### src/rtl/in_service_controller_pkg.sv
// Shared definitions for the 8259A-compatible in-service controller:
// OCW2 command codes, INTA sequence states and data-bus byte selects.
package in_service_controller_pkg;

    localparam logic [2:0] OCW2_NS_EOI     = 3'b001;
    localparam logic [2:0] OCW2_S_EOI      = 3'b011;
    localparam logic [2:0] OCW2_ROT_NS_EOI = 3'b101;
    localparam logic [2:0] OCW2_ROT_S_EOI  = 3'b111;
    localparam logic [2:0] OCW2_SET_PRIO   = 3'b110;

    localparam logic [1:0] SEL_CALL = 2'b00;
    localparam logic [1:0] SEL_LOW  = 2'b01;
    localparam logic [1:0] SEL_HIGH = 2'b10;

    localparam logic [2:0] DEFAULT_ROTATE = 3'd7;

    typedef enum logic [1:0] {
        IDLE,
        ACK1,
        ACK2,
        ACK3
    } ack_state_t;

    // Binary level of a one-hot vector; 0 when the vector is empty.
    function automatic logic [2:0] level_of(input logic [7:0] onehot);
        level_of = 3'd0;
        for (int i = 0; i < 8; i++) begin
            if (onehot[i]) level_of = 3'(i);
        end
    endfunction

endpackage

### src/rtl/in_service_priority_encoder.sv
// Picks the highest-priority set ISR bit; IR(rotate+1) is highest and the
// search wraps upward, so IR(rotate) itself is lowest.
module in_service_priority_encoder (
    input  logic [7:0] isr,
    input  logic [2:0] rotate,
    output logic [7:0] highest
);

    always_comb begin
        // NOTE: give every always_comb output a default first so no path leaves it unassigned (no latch).
        highest = '0;
        // Walk from lowest to highest priority; the last hit wins.
        for (int i = 8; i >= 1; i--) begin
            if (isr[3'(rotate + 3'(i))]) begin
                highest = 8'(1) << 3'(rotate + 3'(i));
            end
        end
    end

endmodule

### src/rtl/in_service_controller.sv
// INTA acknowledge sequencer with In-Service Register, OCW2 EOI/rotate
// handling and automatic EOI; sits downstream of the priority resolver.
module in_service_controller
    import in_service_controller_pkg::*;
#(
    parameter logic [2:0] RESET_ROTATE = DEFAULT_ROTATE
) (
    input  logic       clock,
    input  logic       reset_n,
    input  logic [7:0] interrupt,
    input  logic       interrupt_ack_n,
    input  logic       mode_8086,
    input  logic       auto_eoi,
    input  logic       auto_rotate,
    input  logic       eoi_valid,
    input  logic [2:0] eoi_cmd,
    input  logic [2:0] eoi_level,
    output logic       interrupt_out,
    output logic [7:0] in_service_register,
    output logic [7:0] highest_level_in_service,
    output logic [2:0] priority_rotate,
    output logic [7:0] clear_interrupt_request,
    output logic [2:0] acknowledged_level,
    output logic       data_drive_enable,
    output logic [1:0] data_byte_select,
    output logic       end_of_ack
);

    ack_state_t state;
    logic       inta_low_prev;
    logic       spurious;
    logic       fall;
    logic       rise;
    logic       final_rise;
    logic [7:0] isr_set;
    logic [7:0] isr_clear;
    logic [2:0] rotate_next;

    // The edge register holds "INTA was low"; reset loads 1 so INTA held low
    // across reset release is not seen as a new falling edge.
    assign fall       = !interrupt_ack_n && !inta_low_prev;
    assign rise       = interrupt_ack_n && inta_low_prev;
    assign final_rise = rise && ((state == ACK2 && mode_8086) || state == ACK3);

    in_service_priority_encoder u_encoder (
        .isr     (in_service_register),
        .rotate  (priority_rotate),
        .highest (highest_level_in_service)
    );

    always_comb begin
        isr_set     = '0;
        isr_clear   = '0;
        rotate_next = priority_rotate;
        if (state == IDLE && fall) isr_set = interrupt;
        if (final_rise && auto_eoi && !spurious) begin
            isr_clear = 8'(1) << acknowledged_level;
            if (auto_rotate) rotate_next = acknowledged_level;
        end
        // OCW2 is evaluated after AEOI so its rotate takes precedence.
        if (eoi_valid) begin
            case (eoi_cmd)
                OCW2_NS_EOI: isr_clear = isr_clear | highest_level_in_service;
                OCW2_S_EOI:  isr_clear = isr_clear | (8'(1) << eoi_level);
                OCW2_ROT_NS_EOI: begin
                    if (|highest_level_in_service) begin
                        isr_clear   = isr_clear | highest_level_in_service;
                        rotate_next = level_of(highest_level_in_service);
                    end
                end
                OCW2_ROT_S_EOI: begin
                    isr_clear   = isr_clear | (8'(1) << eoi_level);
                    rotate_next = eoi_level;
                end
                OCW2_SET_PRIO: rotate_next = eoi_level;
                default: ;
            endcase
        end
    end

    always_ff @(posedge clock) begin
        if (!reset_n) begin
            state                   <= IDLE;
            inta_low_prev           <= 1'b1;
            spurious                <= 1'b0;
            in_service_register     <= '0;
            priority_rotate         <= RESET_ROTATE;
            interrupt_out           <= 1'b0;
            clear_interrupt_request <= '0;
            acknowledged_level      <= '0;
            data_drive_enable       <= 1'b0;
            data_byte_select        <= SEL_CALL;
            end_of_ack              <= 1'b0;
        end else begin
            // NOTE: sequential state uses non-blocking assignments so every register samples pre-edge values.
            inta_low_prev           <= !interrupt_ack_n;
            in_service_register     <= (in_service_register & ~isr_clear) | isr_set;
            priority_rotate         <= rotate_next;
            clear_interrupt_request <= '0;
            end_of_ack              <= 1'b0;
            interrupt_out           <= (state == IDLE && !fall) ? |interrupt : 1'b0;
            if (rise) begin
                data_drive_enable <= 1'b0;
                data_byte_select  <= SEL_CALL;
            end
            case (state)
                IDLE: if (fall) begin
                    clear_interrupt_request <= interrupt;
                    acknowledged_level      <= (|interrupt) ? level_of(interrupt) : 3'd7;
                    spurious                <= ~|interrupt;
                    data_drive_enable       <= !mode_8086;
                    data_byte_select        <= SEL_CALL;
                    state                   <= ACK1;
                end
                ACK1: if (fall) begin
                    data_drive_enable <= 1'b1;
                    data_byte_select  <= SEL_LOW;
                    state             <= ACK2;
                end
                ACK2: begin
                    if (fall && !mode_8086) begin
                        data_drive_enable <= 1'b1;
                        data_byte_select  <= SEL_HIGH;
                        state             <= ACK3;
                    end else if (final_rise) begin
                        end_of_ack <= 1'b1;
                        state      <= IDLE;
                    end
                end
                ACK3: if (final_rise) begin
                    end_of_ack <= 1'b1;
                    state      <= IDLE;
                end
                default: state <= IDLE;
            endcase
        end
    end

endmodule

### config.mk
export PLATFORM = sky130hd
export DESIGN_NAME = in_service_controller
export DESIGN_NICKNAME = d
export VERILOG_FILES = /design/src/rtl/in_service_controller_pkg.sv /design/src/rtl/in_service_priority_encoder.sv /design/src/rtl/in_service_controller.sv
export SDC_FILE = /design/constraint.sdc
export NUM_CORES = 1
export LEC_CHECK = 0
export ABC_CLOCK_PERIOD_IN_PS = 4700
export CAP_MARGIN = 20
export CORE_ASPECT_RATIO = 1.5
export CORE_MARGIN = 2
export CORE_UTILIZATION = 40
export DETAILED_ROUTE_END_ITERATION = 12
export PLACE_DENSITY = 0.66
export SYNTH_ARGS = -nofsm -noshare
export SYNTH_HDL_FRONTEND = slang
export SYNTH_HIERARCHICAL = 1
export SYNTH_SLANG_ARGS = --single-unit
### constraint.sdc
create_clock -name clock -period 4.7 [get_ports clock]
set_input_delay 0.705 -clock clock [delete_from_list [all_inputs] [get_ports clock]]
set_output_delay 0.705 -clock clock [all_outputs]
set_load 0.02 [all_outputs]
# --- After elaboration in Yosys (flattened, before gate mapping) ---
# Index checks and enable logic that the tools add are counted.
classes:
  n_eq_ne: 10
  n_addsub: 7
  mux: 67
  reduce_logical: 25
  order_cmp: 8
  bitwise_logic: 5
  shifts: 10
ops:
  columns: ["cell", "count"]
  rows:
  - ["8-bit two-way mux", 12]
  - ["1-bit by 3-bit left shift with 8-bit output, first input constant", 10]
  - ["3-bit two-way mux", 17]
  - ["3-bit by 4-bit less-than comparator with 1-bit output, second input constant", 8]
  - ["1-bit binary-select mux with 3-bit select", 8]
  - ["8-bit OR", 3]
  - ["8-bit case mux with 3 select lines", 1]
  - ["1-bit two-way mux", 16]
  - ["2-bit two-way mux", 8]
  - ["8-bit OR reduction", 2]
  - ["3-bit adder, second input constant", 4]
  - ["3-bit == test, second input constant", 3]
  - ["1-bit logical AND", 9]
  - ["8-bit bitwise AND", 1]
  - ["8-bit NOT", 1]
  - ["2-bit case mux with 4 select lines", 1]
  - ["3-bit by 2-bit adder with 3-bit output, second input constant", 2]
  - ["1-bit logical NOT", 6]
  - ["2-bit case mux with 3 select lines", 1]
  - ["3-bit case mux with 2 select lines", 1]
  - ["2-bit AND reduction", 3]
  - ["2-bit == test, second input constant", 2]
  - ["2-bit inequality test, second input constant", 2]
  - ["2-bit OR reduction", 2]
  - ["9 further kinds", 9]
totals:
  word_cells: 143
  regBits: 31
  input_bits: 21
  output_inout_bits: 35

# --- Depth between registers and ports, before layout ---
logic_depth:
  depth_word: 20
  depth_mapped: 14
  mapped_depth_nobuf: 11

# --- Modules after synthesis ---
# The synthesis kept the hierarchy.
by_module_without_submodules:
  columns: ["mod", "cells_each", "instances", "seq_area_each_um2", "area_each_um2"]
  rows:
  - ["in_service_controller", 191, 1, 620.6, 1639.1]
  - ["in_service_priority_encoder", 152, 1, 0.0, 1241.2]

# --- Worst setup path after synthesis ---
# OpenSTA, ideal clock, no wires.
synth_path:
  path_kind: "register to register"
  start: "reg priority_rotate[1]"
  end: "reg priority_rotate[1]"
  path_stages_with_launch: 13
  n_path_buf: 2
  slack_ns: 0.524
  setup_time_ns: 0.144
  arrival_time_ns: 4.032
  t_required_ns: 4.556
  path_cell_list: "dfxtp_1 -> clkbuf_1 -> inv_1 -> ha_1 -> buf_6 -> mux4_2 -> and2_1 -> a222oi_1 -> o21ai_1 -> or4_4 -> or3_1 -> a221oi_2 -> o2111ai_1"
synth_via:
  elab_cells_between_ends: 51
  cone_classes: "add/sub (7); shift (8); mux (35); reduce/logical (1)"
synth_lines:
  columns: ["item", "line", "rtl"]
  rows:
  - ["start, declared", "in_service_controller.sv:21", "output logic [2:0] priority_rotate,"]
  - ["start signal, assigned", "in_service_controller.sv:98", "priority_rotate <= rotate_next;"]
  - ["3-bit adder / 1-bit binary-select mux with 3-bit select (equally long branches)", "in_service_priority_encoder.sv:14, in_service_priority_encoder.sv:15", null]
  - ["1-bit binary-select mux with 3-bit select / 1-bit two-way mux (equally long branches)", "in_service_priority_encoder.sv:14", "if (isr[3'(rotate + 3'(i))]) begin"]
  - ["1-bit two-way mux (implied by the code) / 8-bit two-way mux (equally long branches)", "in_service_priority_encoder.sv:14", null]
  - ["8-bit two-way mux (6 in a row)", "in_service_priority_encoder.sv:14", null]
  - ["8-bit two-way mux *", "in_service_priority_encoder.sv:14", null]
  - ["net highest_level_in_service[4]", "in_service_controller.sv:20", "output logic [7:0] highest_level_in_service,"]
  - ["3-bit two-way mux (4 in a row)", "in_service_controller_pkg.sv:28", "if (onehot[i]) level_of = 3'(i);"]
  - ["3-bit two-way mux *", "in_service_controller.sv:66", "if (|highest_level_in_service) begin"]
  - ["3-bit case mux with 2 select lines *", "in_service_controller.sv:62", "case (eoi_cmd)"]
  - ["3-bit two-way mux *", "in_service_controller.sv:61", "if (eoi_valid) begin"]
# The timed path passes the listed nets; every way through them passes the cells marked *. The select of a mux whose other input is x is not followed.
# A chain may end at the register's enable or synchronous reset.

# --- Worst setup path in the final report ---
layout_path:
  start: "reg priority_rotate[0]"
  end: "out highest_level_in_service[3]"
layout_via:
  elab_chain_cells: 10
  elab_cells_between_ends: 39
  cone_classes: "add/sub (7); shift (8); mux (24)"
layout_rtl:
  columns: ["item", "line"]
  rows:
  - ["3-bit adder / 1-bit binary-select mux with 3-bit select (equally long branches)", "in_service_priority_encoder.sv:14, in_service_priority_encoder.sv:15"]
  - ["1-bit binary-select mux with 3-bit select / 1-bit two-way mux (equally long branches)", "in_service_priority_encoder.sv:14"]
  - ["1-bit two-way mux (implied by the code) / 8-bit two-way mux (equally long branches)", "in_service_priority_encoder.sv:14"]
  - ["8-bit two-way mux (6 in a row)", "in_service_priority_encoder.sv:14"]
  - ["8-bit two-way mux *", "in_service_priority_encoder.sv:14"]
  - ["end, declared", "in_service_controller.sv:20"]
# Every way passes the cells marked *; elsewhere a longest branch is shown, timed or not. The select of a mux whose other input is x is not followed.

==> metrics <==
shortest clock period the worst path allows after layout=roughly 4400 ps; most common cell after layout, fill and taps aside=clkdlybuf4s50_1; max-capacitance violation count=0; placed cells=465; Die Y-Extent=108 µm; library cell contributing the largest single delay on the critical path=clkdlybuf4s50_1; GRT Overall Usage=between 20% and 30%; net count after synthesis=~370; global-route wire length before repair=between 15000 and 20000 µm; core area=~6900 µm²; final setup TNS=0 ps; critical path peak fanout=10; clock sink total=31; net switching power of the design=282 µW; die extent in x=roughly 73 µm; Leak=1.26 nW; post-route worst setup slack=316 ps; RSZ-0062 raised after global routing=no; half-perimeter wire length of the detailed placement result=between 7000 and 8000 µm; Required @ worst endpoint=3990 ps; type of element capturing the critical path=output port; category of the critical setup timing path=register to output port; gp weighted congestion=1.02; fmax=0.228 GHz; Total Power=776 µW; number of synthesized flops with an enable pin=0; area overhead of the layout relative to synthesis=24.4%; TritonRoute pass-1 iters=6; Synth Flop Type=dfxtp_1; clock tree skew after final layout=roughly 5.2 ps; largest stage delay on the critical path=680 ps; count of mapped cells out of synthesis=between 300 and 400; via density per instance=roughly 6.7; chain of cells forming the critical path=inv_1 > ha_2 > mux4_2 > mux2_4 > a2111oi_2 > o211ai_1 > o21ai_1 > clkdlybuf4s50_1; placement row count=37; number of storage elements in the synthesis netlist=31; effective utilization at floorplan=41.8%; worst slack, placed=543 ps; final count of hold timing violations=0; pwr/cell area=between 200 and 250 nW/µm²; area of the die=slightly below 8000 µm²; result of the run=finished clean; Top Ports=56; CTS Buf Count=5; violation count after the first detailed-routing iteration=412; share of layout cells above drive strength 1=a little over a tenth; startpoint class of the critical path=register; Max Root-Sink Buffers=2; worst-margin pin slew=671 ps; number of warnings printed during yosys synthesis=6; wire length per cell=20.9 µm; final instance count without filler cells=approximately 470; leading cell types in the layout, fill and taps excluded=clkdlybuf4s50_1, dfxtp_1, nand2_1, nor2_1; Mean Syn Cell Area=8.40 µm²; hold buffer count at CTS=0; fraction of power consumed by sequential logic=37.0%; Internal=between 400 and 500 µW; CTS clk-pin slew, worst paths=around 70 ps; area of the mapped netlist=2880 µm²; Clock Tree Root=clkbuf_8; max-slew violation count=0; relative slew slack=55.1%; share of synthesized registers carrying an async set or reset=0%; layout net count=425; total overflow reported by the global router=0; share of the clock period used by the worst path after layout=between 90% and 100%; part of the Yosys area used for sequential elements=21.5%; maximum VDD drop=about 240 µV; vias in the first global route=between 3000 and 4000; pin count of the biggest net entering global routing=19; Yosys cell types=67; initial antenna violation count=0; cells resized by post-CTS repair=0; depth of the CTS H-tree=2; clock network fraction of design power=a little over a quarter; number of buffers added on ports=55; Sw Ratio=36.3%; DRC violation count after routing=0; routed wire length=9900 µm; critical path arrival=about 3700 ps; clock latency of the later-clocked register in the worst-skew pair=290 ps; ant diodes=0; Detail Route Antenna Nets=0; total via count in the routed design=3153; Tightest Hold Check Type=register to register; Combinational Power Share=36.8%; number of setup violations in the final report=0; count of buffers added by post-CTS timing repair for setup=0; clock tree from TritonCTS=done
==> sequential cells by signal, summed over array words and instances, names as in the netlist <==
name,count
acknowledged_level,3
clear_interrupt_request,8
data_byte_select,2
data_drive_enable,1
end_of_ack,1
in_service_register,8
inta_low_prev,1
interrupt_out,1
priority_rotate,3
spurious,1
state,2
==> power by group through the flow <==
stage	Sequential [mW]	Combinational, mW	Clock, mW
detailed placement	0.292	0.279	0
CTS	0.286	0.280	0.212
floorplan	0.296	0.176	0
global placement	0.292	0.279	0
finish	0.287	0.285	0.204
global route	0.288	0.304	0.223
==> metrics by stage <==
step                hold WS (ps)  util (%)  cell area [µm²]
floorplan                    432         -             2880
global placement             439      50.7             3500
detailed placement           443      50.7             3500
CTS                          452      51.9             3580
global route                 494      51.9             3580
finish                       453      51.9             3580
==> area by class of cell <==
type	instances	area, µm²
clock inverters	3	15.0
multi-input cells	276	2110
inverters	17	63.8
repair buffers	63	611
fillers	674	3320
well taps	78	97.6
clock buffers	5	68.8
flip-flops and latches	31	621
==> worst max-delay path, delay by kind of cell, from the launching register on <==
family / cells / cell delay, ps
DFF: 1 / 330
muxes: 2 / 980
adders and majority gates: 1 / 480
AOI/OAI and AO/OA: 3 / 830
buffers and inverters: 2 / 780
==> cell families after synthesis <==
group / synth area share [%]
and+or+nand+nor: 22.1
AOI/OAI and AO/OA: 32.6
xor gates and xnor gates: 1.82
buffers and inverters: 5.43
muxes: 12.2
DFF: 21.5
adders and majority gates: 4.34
==> routing by layer <==
| layer | track usage, % | up-vias | routed length [µm] |
|---|---|---|---|
| met5 | 0 | - | 0 |
| met4 | 17.3 | 0 | 679 |
| met3 | 3.54 | 55 | 572 |
| met2 | 45.9 | 165 | 5180 |
| met1 | 26.5 | 1468 | 3470 |
| li1 | - | 1465 | - |
==> final timing paths <==
check,from,to,slack (ps),depth (start not counted)
worst max register to register,priority_rotate[0],priority_rotate[1],580,11
worst min register to register,spurious,spurious,450,2
worst max-delay path,priority_rotate[0],highest_level_in_service[3],320,8
worst min-delay path,spurious,spurious,450,2
==> synth_stat cells (4+ instances only) <==
library cell  number  area [µm²]
nand2b_1           5        31.3
nand2_1           28         105
nor4_1             4        25.0
clkbuf_1          14        52.6
o21ai_1           10        50.1
a222oi_1          13         130
mux2_2             7        78.8
o31ai_1            7        52.6
dfxtp_1           31         621
nor2b_1            7        43.8
inv_1             16        60.1
and2_1            16         100
nor2_1            18        67.6
mux4_2             8         180
o41ai_1            5        43.8
mux2i_1            5        50.1
a22oi_1            6        45.0
o21bai_1           8        60.1
nand3_1           12        60.1
o32ai_1            4        35.0
o211ai_1           9        67.6
o21ai_0            7        35.0
nor3_1             7        35.0
o22ai_1            6        37.5
ha_1              10         125
a21oi_1           13        65.1
(Power assumes the default switching activity.)
